**src/rtl/ram_arbiter_if.sv**
```systemverilog
// Bus bundle between the RAM arbiter, its two client ports (CPU and
// serial loader/debug) and the synchronous RAM.
interface ram_arbiter_if #(
  parameter int AW = 8
);
  logic          cpu_req;
  logic          cpu_we;
  logic [AW-1:0] cpu_addr;
  logic [7:0]    cpu_wdata;
  logic          cpu_gnt;
  logic          cpu_done;
  logic [7:0]    cpu_rdata;

  logic          dbg_req;
  logic          dbg_we;
  logic [AW-1:0] dbg_addr;
  logic [7:0]    dbg_wdata;
  logic          dbg_gnt;
  logic          dbg_done;
  logic [7:0]    dbg_rdata;

  logic [AW-1:0] ram_addr;
  logic [7:0]    ram_wdata;
  logic          ram_we;
  logic [7:0]    ram_rdata;

  // Client/RAM side: issues requests, supplies RAM read data.
  modport master (
    output cpu_req, cpu_we, cpu_addr, cpu_wdata,
    input  cpu_gnt, cpu_done, cpu_rdata,
    output dbg_req, dbg_we, dbg_addr, dbg_wdata,
    input  dbg_gnt, dbg_done, dbg_rdata,
    input  ram_addr, ram_wdata, ram_we,
    output ram_rdata
  );

  // Arbiter side.
  modport slave (
    input  cpu_req, cpu_we, cpu_addr, cpu_wdata,
    output cpu_gnt, cpu_done, cpu_rdata,
    input  dbg_req, dbg_we, dbg_addr, dbg_wdata,
    output dbg_gnt, dbg_done, dbg_rdata,
    output ram_addr, ram_wdata, ram_we,
    input  ram_rdata
  );
endinterface

```
**src/rtl/ram_arbiter.sv**
```systemverilog
// Two-port round-robin arbiter in front of a single synchronous RAM with
// configurable read latency. One transaction at a time: IDLE -> ACCESS ->
// (WAIT x READ_LAT for reads) -> DONE -> IDLE.
module ram_arbiter #(
  parameter int READ_LAT = 1,
  parameter int AW       = 8
) (
  input  logic         clk50,
  input  logic         resetin,
  ram_arbiter_if.slave bus
);

  // A latency of 0 is treated as 1.
  localparam int LAT = (READ_LAT < 1) ? 1 : READ_LAT;

  typedef enum logic [1:0] {IDLE, ACCESS, WAIT, DONE} state_t;
  typedef enum logic {PORT_CPU, PORT_DBG} port_t;

  state_t        state, state_next;
  port_t         owner, last_win, winner;
  logic          any_req;
  logic          we_q;
  logic [1:0]    wait_cnt;
  logic [AW-1:0] addr_q;
  logic [7:0]    wdata_q;
  logic [7:0]    cpu_rdata_q;
  logic [7:0]    dbg_rdata_q;

  // Round-robin pick: on a tie the port that did not win last goes first.
  always_comb begin
    any_req = bus.cpu_req | bus.dbg_req;
    winner  = PORT_CPU;
    if (bus.cpu_req && bus.dbg_req)
      winner = (last_win == PORT_CPU) ? PORT_DBG : PORT_CPU;
    else if (bus.dbg_req)
      winner = PORT_DBG;
  end

  // State register.
  always_ff @(posedge clk50 or negedge resetin) begin
    if (!resetin) state <= IDLE;
    else          state <= state_next;
  end

  // Next-state logic.
  always_comb begin
    state_next = state;
    case (state)
      IDLE:    if (any_req) state_next = ACCESS;
      ACCESS:  state_next = we_q ? DONE : WAIT;
      WAIT:    if (wait_cnt == 2'd0) state_next = DONE;
      DONE:    state_next = IDLE;
      default: state_next = IDLE;
    endcase
  end

  // Grant capture, RAM address/data registers, wait counter and read capture.
  // ram_addr/ram_wdata are loaded at grant so they are already valid during
  // ACCESS, and simply hold afterwards.
  always_ff @(posedge clk50 or negedge resetin) begin
    if (!resetin) begin
      owner       <= PORT_CPU;
      last_win    <= PORT_DBG;
      we_q        <= 1'b0;
      addr_q      <= '0;
      wdata_q     <= '0;
      wait_cnt    <= '0;
      cpu_rdata_q <= '0;
      dbg_rdata_q <= '0;
    end else begin
      if (state == IDLE && any_req) begin
        owner    <= winner;
        last_win <= winner;
        if (winner == PORT_CPU) begin
          we_q    <= bus.cpu_we;
          addr_q  <= bus.cpu_addr;
          wdata_q <= bus.cpu_wdata;
        end else begin
          we_q    <= bus.dbg_we;
          addr_q  <= bus.dbg_addr;
          wdata_q <= bus.dbg_wdata;
        end
      end

      if (state == ACCESS)
        wait_cnt <= 2'(LAT - 1);
      else if (state == WAIT && wait_cnt != 2'd0)
        wait_cnt <= wait_cnt - 2'd1;

      if (state == WAIT && wait_cnt == 2'd0) begin
        if (owner == PORT_CPU) cpu_rdata_q <= bus.ram_rdata;
        else                   dbg_rdata_q <= bus.ram_rdata;
      end
    end
  end

  // Outputs decoded from state and owner.
  always_comb begin
    bus.cpu_gnt  = 1'b0;
    bus.dbg_gnt  = 1'b0;
    bus.cpu_done = 1'b0;
    bus.dbg_done = 1'b0;
    bus.ram_we   = 1'b0;
    if (state != IDLE) begin
      bus.cpu_gnt = (owner == PORT_CPU);
      bus.dbg_gnt = (owner == PORT_DBG);
    end
    if (state == DONE) begin
      bus.cpu_done = (owner == PORT_CPU);
      bus.dbg_done = (owner == PORT_DBG);
    end
    if (state == ACCESS)
      bus.ram_we = we_q;
  end

  assign bus.ram_addr  = addr_q;
  assign bus.ram_wdata = wdata_q;
  assign bus.cpu_rdata = cpu_rdata_q;
  assign bus.dbg_rdata = dbg_rdata_q;

endmodule

```
**src/flat_wrapper.sv**
```systemverilog
// flat-port wrapper written by rule: the top's interface ports become plain ports
module ram_arbiter_flat 
#(
  parameter int READ_LAT = 1,
  parameter int AW       = 8
)
  (clk50, resetin, bus_cpu_req, bus_cpu_we, bus_cpu_addr, bus_cpu_wdata, bus_cpu_gnt, bus_cpu_done, bus_cpu_rdata, bus_dbg_req, bus_dbg_we, bus_dbg_addr, bus_dbg_wdata, bus_dbg_gnt, bus_dbg_done, bus_dbg_rdata, bus_ram_addr, bus_ram_wdata, bus_ram_we, bus_ram_rdata);
  ram_arbiter_if #(.AW(AW)) bus_i ();
  input  logic clk50;
  input  logic resetin;
  input wire logic [$bits(bus_i.cpu_req)-1:0] bus_cpu_req;
  input wire logic [$bits(bus_i.cpu_we)-1:0] bus_cpu_we;
  input wire logic [$bits(bus_i.cpu_addr)-1:0] bus_cpu_addr;
  input wire logic [$bits(bus_i.cpu_wdata)-1:0] bus_cpu_wdata;
  output wire logic [$bits(bus_i.cpu_gnt)-1:0] bus_cpu_gnt;
  output wire logic [$bits(bus_i.cpu_done)-1:0] bus_cpu_done;
  output wire logic [$bits(bus_i.cpu_rdata)-1:0] bus_cpu_rdata;
  input wire logic [$bits(bus_i.dbg_req)-1:0] bus_dbg_req;
  input wire logic [$bits(bus_i.dbg_we)-1:0] bus_dbg_we;
  input wire logic [$bits(bus_i.dbg_addr)-1:0] bus_dbg_addr;
  input wire logic [$bits(bus_i.dbg_wdata)-1:0] bus_dbg_wdata;
  output wire logic [$bits(bus_i.dbg_gnt)-1:0] bus_dbg_gnt;
  output wire logic [$bits(bus_i.dbg_done)-1:0] bus_dbg_done;
  output wire logic [$bits(bus_i.dbg_rdata)-1:0] bus_dbg_rdata;
  output wire logic [$bits(bus_i.ram_addr)-1:0] bus_ram_addr;
  output wire logic [$bits(bus_i.ram_wdata)-1:0] bus_ram_wdata;
  output wire logic [$bits(bus_i.ram_we)-1:0] bus_ram_we;
  input wire logic [$bits(bus_i.ram_rdata)-1:0] bus_ram_rdata;
  assign bus_i.cpu_req = bus_cpu_req;
  assign bus_i.cpu_we = bus_cpu_we;
  assign bus_i.cpu_addr = bus_cpu_addr;
  assign bus_i.cpu_wdata = bus_cpu_wdata;
  assign bus_cpu_gnt = bus_i.cpu_gnt;
  assign bus_cpu_done = bus_i.cpu_done;
  assign bus_cpu_rdata = bus_i.cpu_rdata;
  assign bus_i.dbg_req = bus_dbg_req;
  assign bus_i.dbg_we = bus_dbg_we;
  assign bus_i.dbg_addr = bus_dbg_addr;
  assign bus_i.dbg_wdata = bus_dbg_wdata;
  assign bus_dbg_gnt = bus_i.dbg_gnt;
  assign bus_dbg_done = bus_i.dbg_done;
  assign bus_dbg_rdata = bus_i.dbg_rdata;
  assign bus_ram_addr = bus_i.ram_addr;
  assign bus_ram_wdata = bus_i.ram_wdata;
  assign bus_ram_we = bus_i.ram_we;
  assign bus_i.ram_rdata = bus_ram_rdata;
  ram_arbiter #(.READ_LAT(READ_LAT), .AW(AW)) u_core (.clk50(clk50), .resetin(resetin), .bus(bus_i));
endmodule
```
**config.mk**
```make
export PLATFORM = sky130hd
export DESIGN_NAME = ram_arbiter_flat
export DESIGN_NICKNAME = d
export VERILOG_FILES = /design/src/rtl/ram_arbiter_if.sv /design/src/rtl/ram_arbiter.sv /design/src/flat_wrapper.sv
export SDC_FILE = /design/constraint.sdc
export NUM_CORES = 1
export LEC_CHECK = 0
export CAP_MARGIN = 40
export CELL_PAD_IN_SITES_DETAIL_PLACEMENT = 1
export CELL_PAD_IN_SITES_GLOBAL_PLACEMENT = 1
export CORE_MARGIN = 2
export CORE_UTILIZATION = 33
export DETAILED_ROUTE_END_ITERATION = 8
export PLACE_DENSITY = 0.84
export SETUP_SLACK_MARGIN = 0.4
export SYNTH_ARGS = -nofsm -noshare
export SYNTH_HDL_FRONTEND = slang
export SYNTH_SLANG_ARGS = --single-unit
```
**constraint.sdc**
```tcl
create_clock -name clk50 -period 4 [get_ports clk50]
set_clock_uncertainty 0.05 [all_clocks]
set_input_delay 1 -clock clk50 [delete_from_list [all_inputs] [get_ports clk50]]
set_output_delay 1 -clock clk50 [all_outputs]
set_load 0.02 [all_outputs]
```
### After elaboration in Yosys (flattened, before gate mapping)

Index checks and enable logic that the tools add are counted.

| word-level totals | value |
|---|---|
| bits in registers | 39 |
| input bits | 46 |
| output and inout bits | 37 |
| logic and storage cells | 46 |

| cells by class | value |
|---|---|
| $add $sub $neg | 1 |
| equal/unequal tests | 5 |
| mux-type cells | 17 |
| bitwise gates (word level) | 2 |
| reductions and logical operators | 12 |

Operator list:

| kind | count |
|---|---|
| 8-bit two-way mux | 2 |
| 1-bit two-way mux | 10 |
| 2-bit two-way mux | 4 |
| 2-bit case mux with 4 select lines | 1 |
| 2-bit AND reduction | 3 |
| 2-bit nonzero test | 3 |
| 2-bit == test, second input constant | 2 |
| 1-bit logical AND | 4 |
| 2-bit zero test | 2 |
| 2-bit by 1-bit inequality test with 1-bit output, second input constant | 2 |
| 2-bit by 1-bit == test with 1-bit output, second input constant | 1 |
| 2-bit by 1-bit subtractor with 2-bit output, second input constant | 1 |
| 1-bit NOT | 1 |
| 1-bit OR | 1 |

### Longest topological paths before layout

| depth | value |
|---|---|
| depth in word-level cells | 4 |
| mapped depth | 8 |
| depth with buffers taken out | 5 |

### Worst setup path before layout

OpenSTA, ideal clock, no wires.

| timing path | value |
|---|---|
| path type | register -> output |
| start point | register u_core.state[0] |
| end point | output bus_dbg_gnt |
| arrival time | 1.100 ns |
| required time | 2.950 ns |
| setup slack | 1.850 ns |
| cell stages (with the launch flop) | 5 |
| buffers on the path | 1 |
| cells stage by stage | dfrtp_1 inv_1 ha_1 buf_4 nor2b_1 |

| on the way | value |
|---|---|
| word-level cells in the longest chain between the ends | 2 |

Ends and longest elaborated chain:

| element | RTL line | text |
|---|---|---|
| start: declaration | ram_arbiter.sv:19 | `state_t state, state_next;` |
| start signal: assignment | ram_arbiter.sv:42 | `else state <= state_next;` |
| 2-bit nonzero test | ram_arbiter.sv:104 | `if (state != IDLE) begin` |
| 1-bit two-way mux | ram_arbiter.sv:104 |  |
| end: declaration | flat_wrapper.sv:22 | `output wire logic [$bits(bus_i.dbg_gnt)-1:0] bus_dbg_gnt;` |

Every way passes these cells.

### Final worst setup path

| timing path | value |
|---|---|
| start point | register u_core.state[0] |
| end point | output bus_cpu_gnt |

| on the way | value |
|---|---|
| word-level cells in the longest chain between the ends | 2 |

Ends and longest elaborated chain:

| element | RTL line | text |
|---|---|---|
| 2-bit nonzero test | ram_arbiter.sv:104 |  |
| 1-bit two-way mux | ram_arbiter.sv:104 |  |
| end: declaration | flat_wrapper.sv:15 | `output wire logic [$bits(bus_i.cpu_gnt)-1:0] bus_cpu_gnt;` |

Every way passes these cells.

==> results.json <==
{
  "status": "completed",
  "syn_area_um2": 1822,
  "cts_buffer_depth": 2,
  "crit_arrival_ns": 1.94,
  "drive_gt1_share_pct": 17.27,
  "synth_top_family_by_area": "compound AO/OA/AOI/OAI gates",
  "drtAntennaViolNets": 0,
  "yosys.cell_types.count": 27,
  "synth_cells": 166,
  "drt_first_pass_iters": 4,
  "pin_count": 83,
  "power.net_switching_mw": 0.8749,
  "post_cts_resize_count": 0,
  "rr_startpoint": "u_core.state[0]",
  "tightest_slew_ns": 0.8006,
  "gr-usage-all-layers_pct": 17.49,
  "yosys.area_share.simple_pct": 11.54,
  "antenna_found_initial": 0,
  "power_density_nw_per_um2": 796.3,
  "htree_levels": 2,
  "grt_pass1_wl_um": 8300,
  "reg2reg_to": "u_core.bus.ram_wdata[0]",
  "die_y_um": 78.30,
  "ff2ff_setup_slack_ns": 2.03,
  "grt_pass1_vias": 1711,
  "critPathSlowestCell": "clkdlybuf4s50_1",
  "seq_area_frac_synth_pct": 53.64,
  "area_growth_pct": 52.88,
  "period_minus_slack_ns": 2.994,
  "pwr-share-seq_pct": 32.3,
  "rr_worst_depth": 5,
  "wl_um": 5071,
  "clk_latency_ns": 0.30,
  "core_area_um2": 5405,
  "start_util_pct": 33.70,
  "root_buffer": "clkbuf_8",
  "place_hpwl_um": 3848,
  "hold_viol_final": 0,
  "max_stage_delay_ns": 0.63,
  "row_count": 27,
  "comb_power_share_pct": 54.2,
  "start_kind": "register",
  "switching_share_pct": 39.45,
  "power_frac_clock_pct": 13.5,
  "path_clk_slew_ns": 0.08,
  "setup_viol": 0,
  "max_freq_mhz": 334.0,
  "drc": 0,
  "slew_violations": 0,
  "postCtsHoldBufs": 0,
  "synthAdderAreaFrac_pct": 3.434,
  "cts_tree": "yes",
  "vdd_drop_max_mv": 0.3068,
  "tns_ns": 0,
  "avgViaCountPerCell": 4.944,
  "fin_crit_sh_pct": 74.84,
  "antennaDiodeCount": 0,
  "chipWidth_um": 78.30,
  "setup.worst_path.end_class": "primary output",
  "grt.overflow.total": 0,
  "power.leakage_nw": 1.152,
  "final_nets": 299,
  "ys.warnings.count": 0,
  "rsz0062_at_grt": "false",
  "hold_class": "input port to asynchronous set/reset pin",
  "p_total_mw": 2.218,
  "crit_type": "register to primary output",
  "port_buffers": 82,
  "maxCapViolations": 0,
  "avgSynthCellArea_um2": 10.97,
  "dieArea_um2": 6131,
  "gp_congestion": 0.7289,
  "cts_made_buffers": 5,
  "ys_seq_elements": 39,
  "required_ns": 2.95,
  "drt_iter0_markers": 64,
  "synthXorXnorAreaFrac_pct": 0.4808,
  "grt_max_degree": 36,
  "crit_path_cell_trace": "inv_1, ha_1, nor2_1, clkdlybuf4s50_1",
  "vias": 1587,
  "synth.area.mux_share_pct": 10.51,
  "avgRoutedWirePerCell_um": 15.80,
  "synth-compound-area-share_pct": 15.93,
  "clkSinkCount": 39,
  "post-cts-setup-buffers": 0,
  "internal-power_mw": 1.343,
  "relSlewSlack_pct": 46.62,
  "path_max_fanout": 10,
  "syn_nets": 217
}
## synth_stat cells
cell type | count | share of area [%]
o21a_1 | 1 | 0.41
buf_2 | 2 | 0.55
a21boi_4 | 1 | 1.0
nor2_1 | 23 | 4.7
dfstp_2 | 1 | 1.4
nand2_1 | 17 | 3.5
a21oi_1 | 27 | 7.4
buf_4 | 3 | 1.2
mux2_2 | 17 | 11
o21ai_2 | 1 | 0.48
a31oi_1 | 1 | 0.34
inv_1 | 4 | 0.82
nand3_2 | 1 | 0.55
buf_6 | 3 | 1.9
nor2b_1 | 2 | 0.69
a211oi_1 | 1 | 0.41
a22o_1 | 1 | 0.48
and2_1 | 2 | 0.69
o2bb2ai_1 | 1 | 0.48
a21bo_2 | 1 | 0.55
xnor2_1 | 1 | 0.48
dfrtp_1 | 38 | 52
ha_1 | 5 | 3.4
a21oi_2 | 9 | 4.3
nor3_1 | 1 | 0.27
nor2b_2 | 1 | 0.48
nand3b_2 | 1 | 0.62
## metrics by stage
| step | std cells | setup WS [ns] | instance area, µm² | hold slack (ns) | utilization [%] |
|---|---|---|---|---|---|
| after CTS | 321 | 0.9749 | 2785 | 0.4604 | 51.53 |
| after detailed placement | 313 | 1.292 | 2681 | 0.4434 | 49.61 |
| after floorplan | 166 | 1.850 | 1822 | 0.4301 | - |
| after global routing | 321 | 0.9131 | 2785 | 0.4608 | 51.53 |
| after global placement | 312 | 1.361 | 2661 | 0.4368 | 49.24 |
| final | 321 | 1.006 | 2785 | 0.4605 | 51.53 |
## worst max-delay path by stage
stage	startpoint	endpoint	slack [ns]	cells past startpoint
6_report	u_core.state[0]	bus_cpu_gnt	1.01	4
5_1_grt	u_core.state[0]	bus_dbg_gnt	0.91	4
4_1_cts	u_core.state[0]	bus_cpu_gnt	0.97	4
3_5_place_dp	bus_cpu_req	u_core.bus.ram_wdata[6]	1.29	4
3_3_place_gp	bus_cpu_req	u_core.bus.ram_wdata[6]	1.36	4
2_1_floorplan	u_core.state[0]	bus_dbg_gnt	1.85	4
## cell usage in the layout, fill, tap and decap left out
cell             instances
mux2_2                  17
clkdlybuf4s50_1         81
dfstp_2                  1
xnor2_1                  1
nand2_1                 17
nor2b_2                  1
buf_2                    1
a21oi_2                  9
a21oi_1                 27
a22o_1                   1
nand3_2                  1
o21a_1                   1
o2bb2ai_1                1
o21ai_2                  1
a21boi_4                 1
nand3b_2                 1
clkbuf_8                 7
nor2_1                  23
nor2b_1                  2
a211oi_1                 1
clkinvlp_4               1
buf_12                   1
dfrtp_1                 38
a31oi_1                  1
inv_1                    4
and2_1                   2
a21bo_2                  1
nor3_1                   1
ha_1                     5
## worst max-delay path: cells and delay by family (launching register included)
family,cells,cell delay [ns]
buf+inv,2,0.72
simple gates,1,0.17
fa+ha+maj,1,0.34
flops,1,0.41
## cell families after synthesis
| family | count (synthesis) |
|---|---|
| AND/OR/NAND/NOR | 48 |
| AO/OA/AOI/OAI | 44 |
| flip-flops | 39 |
| multiplexers | 17 |
| buffers and inverters | 12 |
| adder cells (fa/ha/maj) | 5 |
| XOR/XNOR | 1 |
## power by group through the flow
stage / Clock (mW) / Combinational (mW) / Sequential (mW)
after detailed placement: 0 / 1.22 / 0.724
after global routing: 0.328 / 1.29 / 0.747
after CTS: 0.307 / 1.22 / 0.720
after floorplan: 0 / 0.499 / 0.906
final: 0.300 / 1.20 / 0.716
after global placement: 0 / 1.18 / 0.709
## registers in the layout, indices dropped and copies added (netlist names)
signal and flops:
u_core.we_q 1, u_core.bus.dbg_rdata 8, u_core.last_win 1, u_core.owner 1, u_core.bus.cpu_rdata 8, u_core.wait_cnt 2, u_core.bus.ram_addr 8, u_core.state 2
u_core.bus.ram_wdata 8
## routing by layer
metal	up-vias	global-route usage (%)	share of wire [%]
li1	721	-	-
met1	788	19.60	41
met2	71	31.21	49
met3	7	6.092	8.5
met4	0	5.263	1.2
met5	-	0	0
## cell type report
class | instances | area (µm²)
inverter | 4 | 15.01
tap | 72 | 90.09
clock inverter | 1 | 7.507
multi-input combinational | 115 | 763.2
sequential | 39 | 977.2
fill | 608 | 2620
clock buffer | 7 | 96.34
timing repair buffer | 83 | 835.8
No activity file was read; power rests on OpenSTA's default activity.
